**src/rtl/up_sample_nn_op_ctrl.sv**
```systemverilog
// Loop-nest controller for op_hcompute_nearest_neighbor_stencil: sweeps the
// full-resolution output domain, reads hw_input_stencil_ub and writes nearest_neighbor_stencil_ub.
module up_sample_nn_op_ctrl #(
    parameter int unsigned EXTENT_X    = 128,
    parameter int unsigned EXTENT_Y    = 128,
    parameter int unsigned START_DELAY = 4096,
    parameter int unsigned DATA_W      = 16
) (
    input  logic              clk,
    input  logic              rst_n,
    input  logic              flush,
    input  logic              start,
    input  logic              stall,
    output logic              in_ren,
    output logic [15:0]       in_ctrl_vars  [2:0],
    input  logic [DATA_W-1:0] in_data       [0:0],
    output logic              out_wen,
    output logic [15:0]       out_ctrl_vars [2:0],
    output logic [DATA_W-1:0] out_data      [0:0],
    output logic              busy,
    output logic              done
);

    typedef enum logic [1:0] {
        ST_IDLE  = 2'd0,
        ST_WAIT  = 2'd1,
        ST_RUN   = 2'd2,
        ST_DRAIN = 2'd3
    } state_t;

    localparam logic [15:0] X_LAST   = 16'(EXTENT_X - 1);
    localparam logic [15:0] Y_LAST   = 16'(EXTENT_Y - 1);
    localparam logic [31:0] DLY_LOAD = (START_DELAY == 0) ? 32'd0 : 32'(START_DELAY - 1);

    state_t            state_r, state_next_s;
    logic [15:0]       x_r, y_r, x_next_s, y_next_s;
    logic [31:0]       dly_r, dly_next_s;
    logic              ren_s;
    logic              out_wen_r;
    logic [15:0]       out_ctrl_r [2:0];
    logic [DATA_W-1:0] out_data_r;
    logic              busy_r;
    logic              done_r;

    // Next-state, counter and read-enable logic
    always_comb begin
        state_next_s = state_r;
        x_next_s     = x_r;
        y_next_s     = y_r;
        dly_next_s   = dly_r;
        ren_s        = 1'b0;
        case (state_r)
            ST_IDLE: begin
                if (start) begin
                    x_next_s = 16'd0;
                    y_next_s = 16'd0;
                    if (START_DELAY == 0) begin
                        state_next_s = ST_RUN;
                    end else begin
                        state_next_s = ST_WAIT;
                        dly_next_s   = DLY_LOAD;
                    end
                end else begin
                    state_next_s = ST_IDLE;
                end
            end
            ST_WAIT: begin
                if (dly_r == 32'd0) begin
                    state_next_s = ST_RUN;
                    x_next_s     = 16'd0;
                    y_next_s     = 16'd0;
                end else begin
                    dly_next_s = dly_r - 32'd1;
                end
            end
            ST_RUN: begin
                if (!stall) begin
                    ren_s = 1'b1;
                    if (x_r == X_LAST) begin
                        x_next_s = 16'd0;
                        if (y_r == Y_LAST) begin
                            // Counters return to zero so the block idles at the origin
                            y_next_s     = 16'd0;
                            state_next_s = ST_DRAIN;
                        end else begin
                            y_next_s = y_r + 16'd1;
                        end
                    end else begin
                        x_next_s = x_r + 16'd1;
                    end
                end else begin
                    ren_s = 1'b0;
                end
            end
            ST_DRAIN: begin
                state_next_s = ST_IDLE;
            end
            default: begin
                state_next_s = ST_IDLE;
            end
        endcase
    end

    // State, counters and status flags
    always_ff @(posedge clk or negedge rst_n) begin
        if (!rst_n) begin
            state_r <= ST_IDLE;
            x_r     <= 16'd0;
            y_r     <= 16'd0;
            dly_r   <= 32'd0;
            busy_r  <= 1'b0;
            done_r  <= 1'b0;
        end else if (flush) begin
            state_r <= ST_IDLE;
            x_r     <= 16'd0;
            y_r     <= 16'd0;
            dly_r   <= 32'd0;
            busy_r  <= 1'b0;
            done_r  <= 1'b0;
        end else begin
            state_r <= state_next_s;
            x_r     <= x_next_s;
            y_r     <= y_next_s;
            dly_r   <= dly_next_s;
            busy_r  <= (state_next_s != ST_IDLE);
            done_r  <= (state_next_s == ST_DRAIN);
        end
    end

    // Single write stage: the read issued this cycle becomes next cycle's write
    always_ff @(posedge clk or negedge rst_n) begin
        if (!rst_n) begin
            out_wen_r     <= 1'b0;
            out_ctrl_r[0] <= 16'd0;
            out_ctrl_r[1] <= 16'd0;
            out_ctrl_r[2] <= 16'd0;
            out_data_r    <= '0;
        end else if (flush) begin
            out_wen_r     <= 1'b0;
            out_ctrl_r[0] <= 16'd0;
            out_ctrl_r[1] <= 16'd0;
            out_ctrl_r[2] <= 16'd0;
            out_data_r    <= '0;
        end else begin
            out_wen_r     <= ren_s;
            out_ctrl_r[0] <= 16'd0;
            out_ctrl_r[1] <= y_r;
            out_ctrl_r[2] <= x_r;
            if (ren_s) begin
                out_data_r <= in_data[0];
            end else begin
                out_data_r <= out_data_r;
            end
        end
    end

    assign in_ren           = ren_s;
    assign in_ctrl_vars[0]  = 16'd0;
    assign in_ctrl_vars[1]  = y_r;
    assign in_ctrl_vars[2]  = x_r;
    assign out_wen          = out_wen_r;
    assign out_ctrl_vars[0] = out_ctrl_r[0];
    assign out_ctrl_vars[1] = out_ctrl_r[1];
    assign out_ctrl_vars[2] = out_ctrl_r[2];
    assign out_data[0]      = out_data_r;
    assign busy             = busy_r;
    assign done             = done_r;

endmodule

```
**config.mk**
```make
export PLATFORM = sky130hd
export DESIGN_NAME = up_sample_nn_op_ctrl
export DESIGN_NICKNAME = d
export VERILOG_FILES = /design/src/rtl/up_sample_nn_op_ctrl.sv
export SDC_FILE = /design/constraint.sdc
export NUM_CORES = 1
export LEC_CHECK = 0
export ABC_AREA = 1
export BUFFER_PORTS_ARGS = -buffer_cell sky130_fd_sc_hd__buf_2
export CAP_MARGIN = 0
export CORE_MARGIN = 1.5
export CORE_UTILIZATION = 51
export CTS_CLUSTER_DIAMETER = 200
export DETAILED_ROUTE_END_ITERATION = 8
export PLACE_DENSITY = 0.9
export SLEW_MARGIN = 20
export SYNTH_ARGS = -nofsm -noshare
export SYNTH_HDL_FRONTEND = slang
export SYNTH_SLANG_ARGS = --single-unit
```
**constraint.sdc**
```tcl
create_clock -name clk -period 1.6 [get_ports clk]
set_input_delay 0.24 -clock clk [delete_from_list [all_inputs] [get_ports clk]]
set_output_delay 0.24 -clock clk [all_outputs]
set_load 0.1 [all_outputs]
```
==> flow_summary_export.csv, run 1 <==
group,metric,value,unit
logic_synthesis,syn-instance-count,979,
clocking,htreeDepth,4,
routing,wl_met1,8846,µm
final_layout,diodes,0,
final_layout,final_cells,1390,
final_layout,final_util,0.7205,
clocking,cts-root-buf,"clkbuf_16",
logic_synthesis,synth_top_area_frac,0.4203,
sta,skew,15.12,ps
pwr,totalPowerFinal,8.249,mW
pwr,p_per_area,861.2,nW/µm²
sta,setup_slack,-258.0,ps
grt,grt_use_total,0.3150,
grt,grt_max_degree,45,
routing,topRoutingLayerUsed,"met4",
floorplan,die-width,119.9,µm
sta,tns,-9530,ps
setup_path,slowest_stage,"dfrtp_1",
logic_synthesis,ys_types,37,
flow_run,drv_cap,0,
setup_path,cp_data_arrival_time,2130,ps
setup_path,path_class,"reg2reg",
sta,finalHoldViolations,0,
routing,dr_wl_met2,11160,µm
pwr,p_leak,5.020,nW
floorplan,io_pins,137,
logic_synthesis,ys_seq_area_frac,0.4203,
floorplan,die_h,119.9,µm
setup_path,path_depth,10,
final_layout,final_nets,1230,
setup_path,cp_max_fo,29,
sta,finalCritPeriodShare,1.161,
setup_path,cp-startpoint,"state_r[1]",
clocking,insertion_delay,430,ps
routing,drc,0,
setup_path,cp_slowest_stage_delay,390,ps
setup_path,critPathRequiredTime,1880,ps
clocking,clock_sinks,117,
sta,finalCriticalPeriod,1858,ps
floorplan,start_util,0.5239,
sta,finalSetupViolCount,86,
routing,dr.pass1.iters,7,
grt,antenna_found_initial,0,
floorplan,std_cell_rows,42,
logic_synthesis,synth_area_leaders,"dfrtp_1 42%, nand2_1 14%, nor2_1 8.3%, nand3_1 6.2%, inv_1 6.1%",
setup_path,end_kind,"register",
placement,dp_slack,-159.0,ps
placement,dpl.cell_count,1339,
placement,gp_congestion,0.9684,
sta,max-slew-margin-rel,0.6585,
routing,antenna_left,0,
logic_synthesis,yosys_warnings,0,
routing,route.vias.total,7996,
routing,drt_iter0_markers,1323,
setup_path,r2r-start,"state_r[1]",
setup_path,crit_buf_inv,4,
logic_synthesis,syn_area,6965,µm²
clocking,cts_tree,"yes",
routing,route.met3.wl,2486,µm
placement,place_area,8483,µm²
clocking,clk_pin_slew,60,ps
setup_path,r2r_cells,10,
outcome,violations,"negative setup slack",
final_layout,layout_common_cells,"235 x nand2_1, 122 x nor2_1, 121 x buf_4",
sta,drv_slew,0,
logic_synthesis,ys_ff_latch,117,
logic_synthesis,synth_area_per_cell,7.115,µm²
routing,wl_per_cell,17.10,µm
sta,tightest_slew,515.8,ps
logic_synthesis,yosysTopAreaCell,"dfrtp_1",
final_layout,areaGrowthSynthToFinish,37.52,%
placement,dpl.hpwl,14460,µm
sta,hold_slack,37.71,ps
grt,grt_pass1_vias,7354,
setup_path,r2r_slack,-260,ps
setup_path,cp_cell_sequence,"inv_1 -> ha_1 -> inv_1 -> nor2_1 -> inv_1 -> nand2_2 -> o21ai_4 -> buf_12 -> nand3_1 -> o21ai_0",
clocking,clock_path_buffers,2,
setup_path,critPathMostFrequentCell,"inv_1",
final_layout,drive_gt1_frac,0.3394,
pwr,peakVddDrop,0.8126,mV
min_path,hp-start,"in_data[6]",
setup_path,cp-start-kind,"register",
outcome,status,"finished, violations left",
sta,fmax,538.2,MHz
placement,port_buffers,104,
grt,grt_overflow_total,0,
final_layout,final_common_cell,"nand2_1",
setup_path,critical_path.top_delay_family,"buffers and inverters",
final_layout,final_cell_area,9579,µm²
clocking,cts_buffers,17,
floorplan,die_area,14370,µm²
floorplan,core-area,13300,µm²
sta,rsz0062_at_grt,"yes",
grt,grt_pass1_wl,35710,µm
routing,wl,23770,µm
min_path,holdCritPathClass,"in2reg",
setup_path,r2r-end,"dly_r[6]",
setup_path,endpoint,"dly_r[6]",
routing,vias_per_cell,5.753,
-- logic make-up after synthesis --
logic type	after synthesis	synth area share
AND/OR/NAND/NOR	574	0.3569
buffers and inverters	183	0.1229
flip-flops	117	0.4203
AO/OA/AOI/OAI	89	0.07617
adder cells (fa/ha/maj)	8	0.01437
XOR/XNOR	7	0.008802
other	1	0.0005384
-- worst reg2reg max path: stages, from the launching register on --
cell and delay [ps]:
dfrtp_1 390, inv_1 100, ha_1 190, inv_1 110, nor2_1 220, inv_1 100, nand2_2 110, o21ai_4 90
buf_12 170, nand3_1 100, o21ai_0 130
-- sequential cells by signal (all words and copies together), names as in the netlist --
register       count
out_ctrl_vars     32
x_r               16
done               1
busy               1
dly_r             32
out_data          16
out_wen            1
state_r            2
y_r               16
-- report_power, final --
part	total [mW]	leakage [nW]	switching [mW]	internal, mW
logic	1.38	3.18	0.989	0.393
clock network	3.81	0.280	1.40	2.41
registers	3.06	1.56	0.0505	3.01
-- repair_timing --
item,CTS,global route
hold endpoints to repair,17,0
pin swaps,3,7
resized for setup,54,88
cloned,3,0
hold buffers,1,0
buffers inserted,12,4
setup endpoints to repair,79,91
-- routing by layer --
metal,GRT usage,vias up
met1,0.3970,3673
met2,0.5154,643
met5,0,-
li1,-,3504
met4,0.1496,0
met3,0.06987,176
-- area by class of cell --
| class | count | area (µm²) |
|---|---|---|
| clock inverter | 8 | 98.84 |
| timing repair buffer | 235 | 1689 |
| inverter | 120 | 465.4 |
| sequential | 117 | 2990 |
| clock buffer | 24 | 481.7 |
| tap | 176 | 220.2 |
| multi-input combinational | 710 | 3633 |
| fill | 870 | 3716 |
-- worst min-delay path by stage --
stage / end / slack (ps) / cells after the start
after floorplan: busy / -60 / 0
final: out_data[6] / 40 / 3
after global placement: dly_r[4] / 170 / 1
after detailed placement: dly_r[16] / 170 / 1
after CTS: out_data[10] / 40 / 3
after global routing: out_data[6] / 50 / 3
-- cells in the mapped netlist, drive strengths merged --
master and n:
a21oi 9, a31oi 1, buf 48, clkbuf 15
conb 1, dfrtp 117, ha 8, inv 120
nand2 261, nand3 87, nand4 41, nor2 161
nor3 20, nor3b 1, nor4 1, o21ai 74
o21bai 4, o31ai 1, or2 2, xor2 7
No activity file was read; power rests on OpenSTA's default activity.
==> run 2, diff against run 1 <==
--- a/config.mk
+++ b/config.mk
@@ -9,10 +9,10 @@
 export BUFFER_PORTS_ARGS = -buffer_cell sky130_fd_sc_hd__buf_2
 export CAP_MARGIN = 0
 export CORE_MARGIN = 1.5
-export CORE_UTILIZATION = 51
+export CORE_UTILIZATION = 60
 export CTS_CLUSTER_DIAMETER = 200
 export DETAILED_ROUTE_END_ITERATION = 8
-export PLACE_DENSITY = 0.9
+export PLACE_DENSITY = 0.95
 export SLEW_MARGIN = 20
 export SYNTH_ARGS = -nofsm -noshare
 export SYNTH_HDL_FRONTEND = slang
==> constraint.sdc (replaced) <==
create_clock -name clk -period 2.36 [get_ports clk]
set_input_delay 0.354 -clock clk [delete_from_list [all_inputs] [get_ports clk]]
set_output_delay 0.354 -clock clk [all_outputs]
set_load 0.1 [all_outputs]
==> run 2 against run 1 <==
- the flow now finishes without violations
- clock power fell by 29%
- hold slack improved by 110 ps
- power fell by 34%
- setup slack improved by 420 ps
- non-clock buffer count fell by 116
- clock skew fell by 8.8 ps
- register-to-register slack improved by 420 ps
- die area fell by 15%
- wire length fell by 17%
- utilization fell by 0.18 points
- combinational power fell by 51%
- highest routed layer unchanged
==> flow_summary_export.csv, run 2 (same netlist as run 1, synthesis figures left out) <==
group,metric,value,unit
floorplan,die-width,110.7,µm
sta,finalCriticalPeriod,2199,ps
sta,finalHoldViolations,0,
pwr,totalPowerFinal,5.432,mW
clocking,clock_path_buffers,2,
final_layout,final_common_cell,"nand2_1",
clocking,cts_setup_buffers,0,
floorplan,io_pins,137,
setup_path,cp-start-kind,"register",
grt,grt_use_total,0.3290,
final_layout,final_nets,1114,
sta,fmax,454.8,MHz
routing,vias_per_cell,5.716,
clocking,htreeDepth,4,
routing,dr_wl_met2,9781,µm
floorplan,std_cell_rows,39,
placement,place_area,7528,µm²
final_layout,layout_common_cells,"257 x nand2_1, 153 x nor2_1, 115 x dfrtp_1",
sta,max-slew-margin-rel,0.3102,
sta,tns,0,ps
floorplan,start_util,0.6126,
min_path,holdCritPathClass,"in2reg",
routing,route.vias.total,7094,
clocking,cts_tree,"yes",
routing,wl_per_cell,15.84,µm
setup_path,cp_max_fo,30,
setup_path,cp_data_arrival_time,2490,ps
grt,grt_pass1_wl,32760,µm
sta,drv_slew,0,
sta,skew,6.303,ps
setup_path,path_class,"reg2reg",
grt,antenna_found_initial,0,
flow_run,drv_cap,0,
routing,topRoutingLayerUsed,"met4",
floorplan,core-area,11370,µm²
sta,hold_slack,145.7,ps
final_layout,final_cell_area,8172,µm²
routing,drt_iter0_markers,773,
floorplan,die_area,12260,µm²
clocking,cts-root-buf,"clkbuf_16",
clocking,cts_buffers,17,
grt,grt_pass1_vias,6867,
sta,finalSetupViolCount,0,
final_layout,areaGrowthSynthToFinish,17.32,%
placement,gp_congestion,0.9380,
clocking,clk_pin_slew,60,ps
sta,finalCritPeriodShare,0.9318,
setup_path,end_kind,"register",
grt,grt_overflow_total,0,
pwr,p_leak,4.413,nW
routing,wl,19660,µm
routing,wl_met1,7314,µm
floorplan,die_h,110.7,µm
outcome,status,"complete, no violations",
routing,drc,0,
sta,tightest_slew,1029,ps
placement,port_buffers,104,
final_layout,diodes,0,
sta,rsz0062_at_grt,"no",
final_layout,drive_gt1_frac,0.1749,
pwr,peakVddDrop,0.6429,mV
clocking,insertion_delay,420,ps
pwr,p_per_area,664.7,nW/µm²
routing,route.met3.wl,1714,µm
routing,dr.pass1.iters,6,
routing,antenna_left,0,
grt,grt_max_degree,52,
clocking,clock_sinks,117,
setup_path,critPathRequiredTime,2650,ps
placement,dpl.hpwl,13040,µm
-- run 2: cell types whose count changed in the layout (fill, tap and decap cells not counted), sizes merged --
cell | previous run | this run
clkinv | 4 | 5
bufinv | 2 | 3
clkbuf | 32 | 21
inv | 120 | 122
buf | 226 | 118
clkinvlp | 2 | 1
-- run 2: stage by stage --
| step | setup WS [ps] | utilization | instances |
|---|---|---|---|
| 2_1_floorplan | 115.9 | - | 1010 |
| 3_3_place_gp | 280.2 | 0.6622 | 1208 |
| 3_5_place_dp | 163.5 | 0.6622 | 1208 |
| 4_1_cts | 130.0 | 0.7174 | 1241 |
| 5_1_grt | 42.44 | 0.7187 | 1241 |
| 6_report | 161.0 | 0.7187 | 1241 |
-- run 2: final timing paths --
path                       slack [ps]    startpoint  cells past startpoint           end
setup / recovery                  160        x_r[0]                      8       y_r[13]
hold / removal                    150    in_data[1]                      3   out_data[1]
setup reg to reg                  160        x_r[0]                      8       y_r[13]
hold reg to reg                   530  out_data[12]                      2  out_data[12]
max in group asynchronous        1200         rst_n                      3        x_r[1]
min in group asynchronous         500         rst_n                      2       out_wen
-- run 2: worst max-delay path, stage by stage, from the launching register on --
cell and delay [ps]:
dfrtp_2 450, ha_1 290, nand2_4 110, nor2_8 150, nand4_4 130, o21ai_4 270, nand3_4 370, nand2_1 220
o21ai_2 70
-- run 2: final cells by class --
type,instances,area (µm²)
Clock buffer,21,470.5
Tap cell,143,178.9
Multi-Input combinational cell,710,3313
Clock inverter,11,147.6
Sequential cell,117,2930
Inverter,120,452.9
Timing Repair Buffer,119,678.2
Fill cell,874,3198
-- run 2: metal layers --
layer  vias up  GRT usage
met4         0     0.1479
met5         -          0
li1       3267          -
met3       101    0.07654
met2       449     0.5584
met1      3277     0.3998
-- run 2: report_power, final --
group	internal (mW)	switching, mW
sequential	2.04	0.0327
combinational	0.115	0.561
clock	1.75	0.940
total	3.90	1.53
-- run 2: what timing repair did --
item                                    in CTS  in global routing
hold buffers                                 1                  0
endpoints found under the setup margin       0                 25
hold endpoints to repair                    43                  0
resized for setup                            0                  3
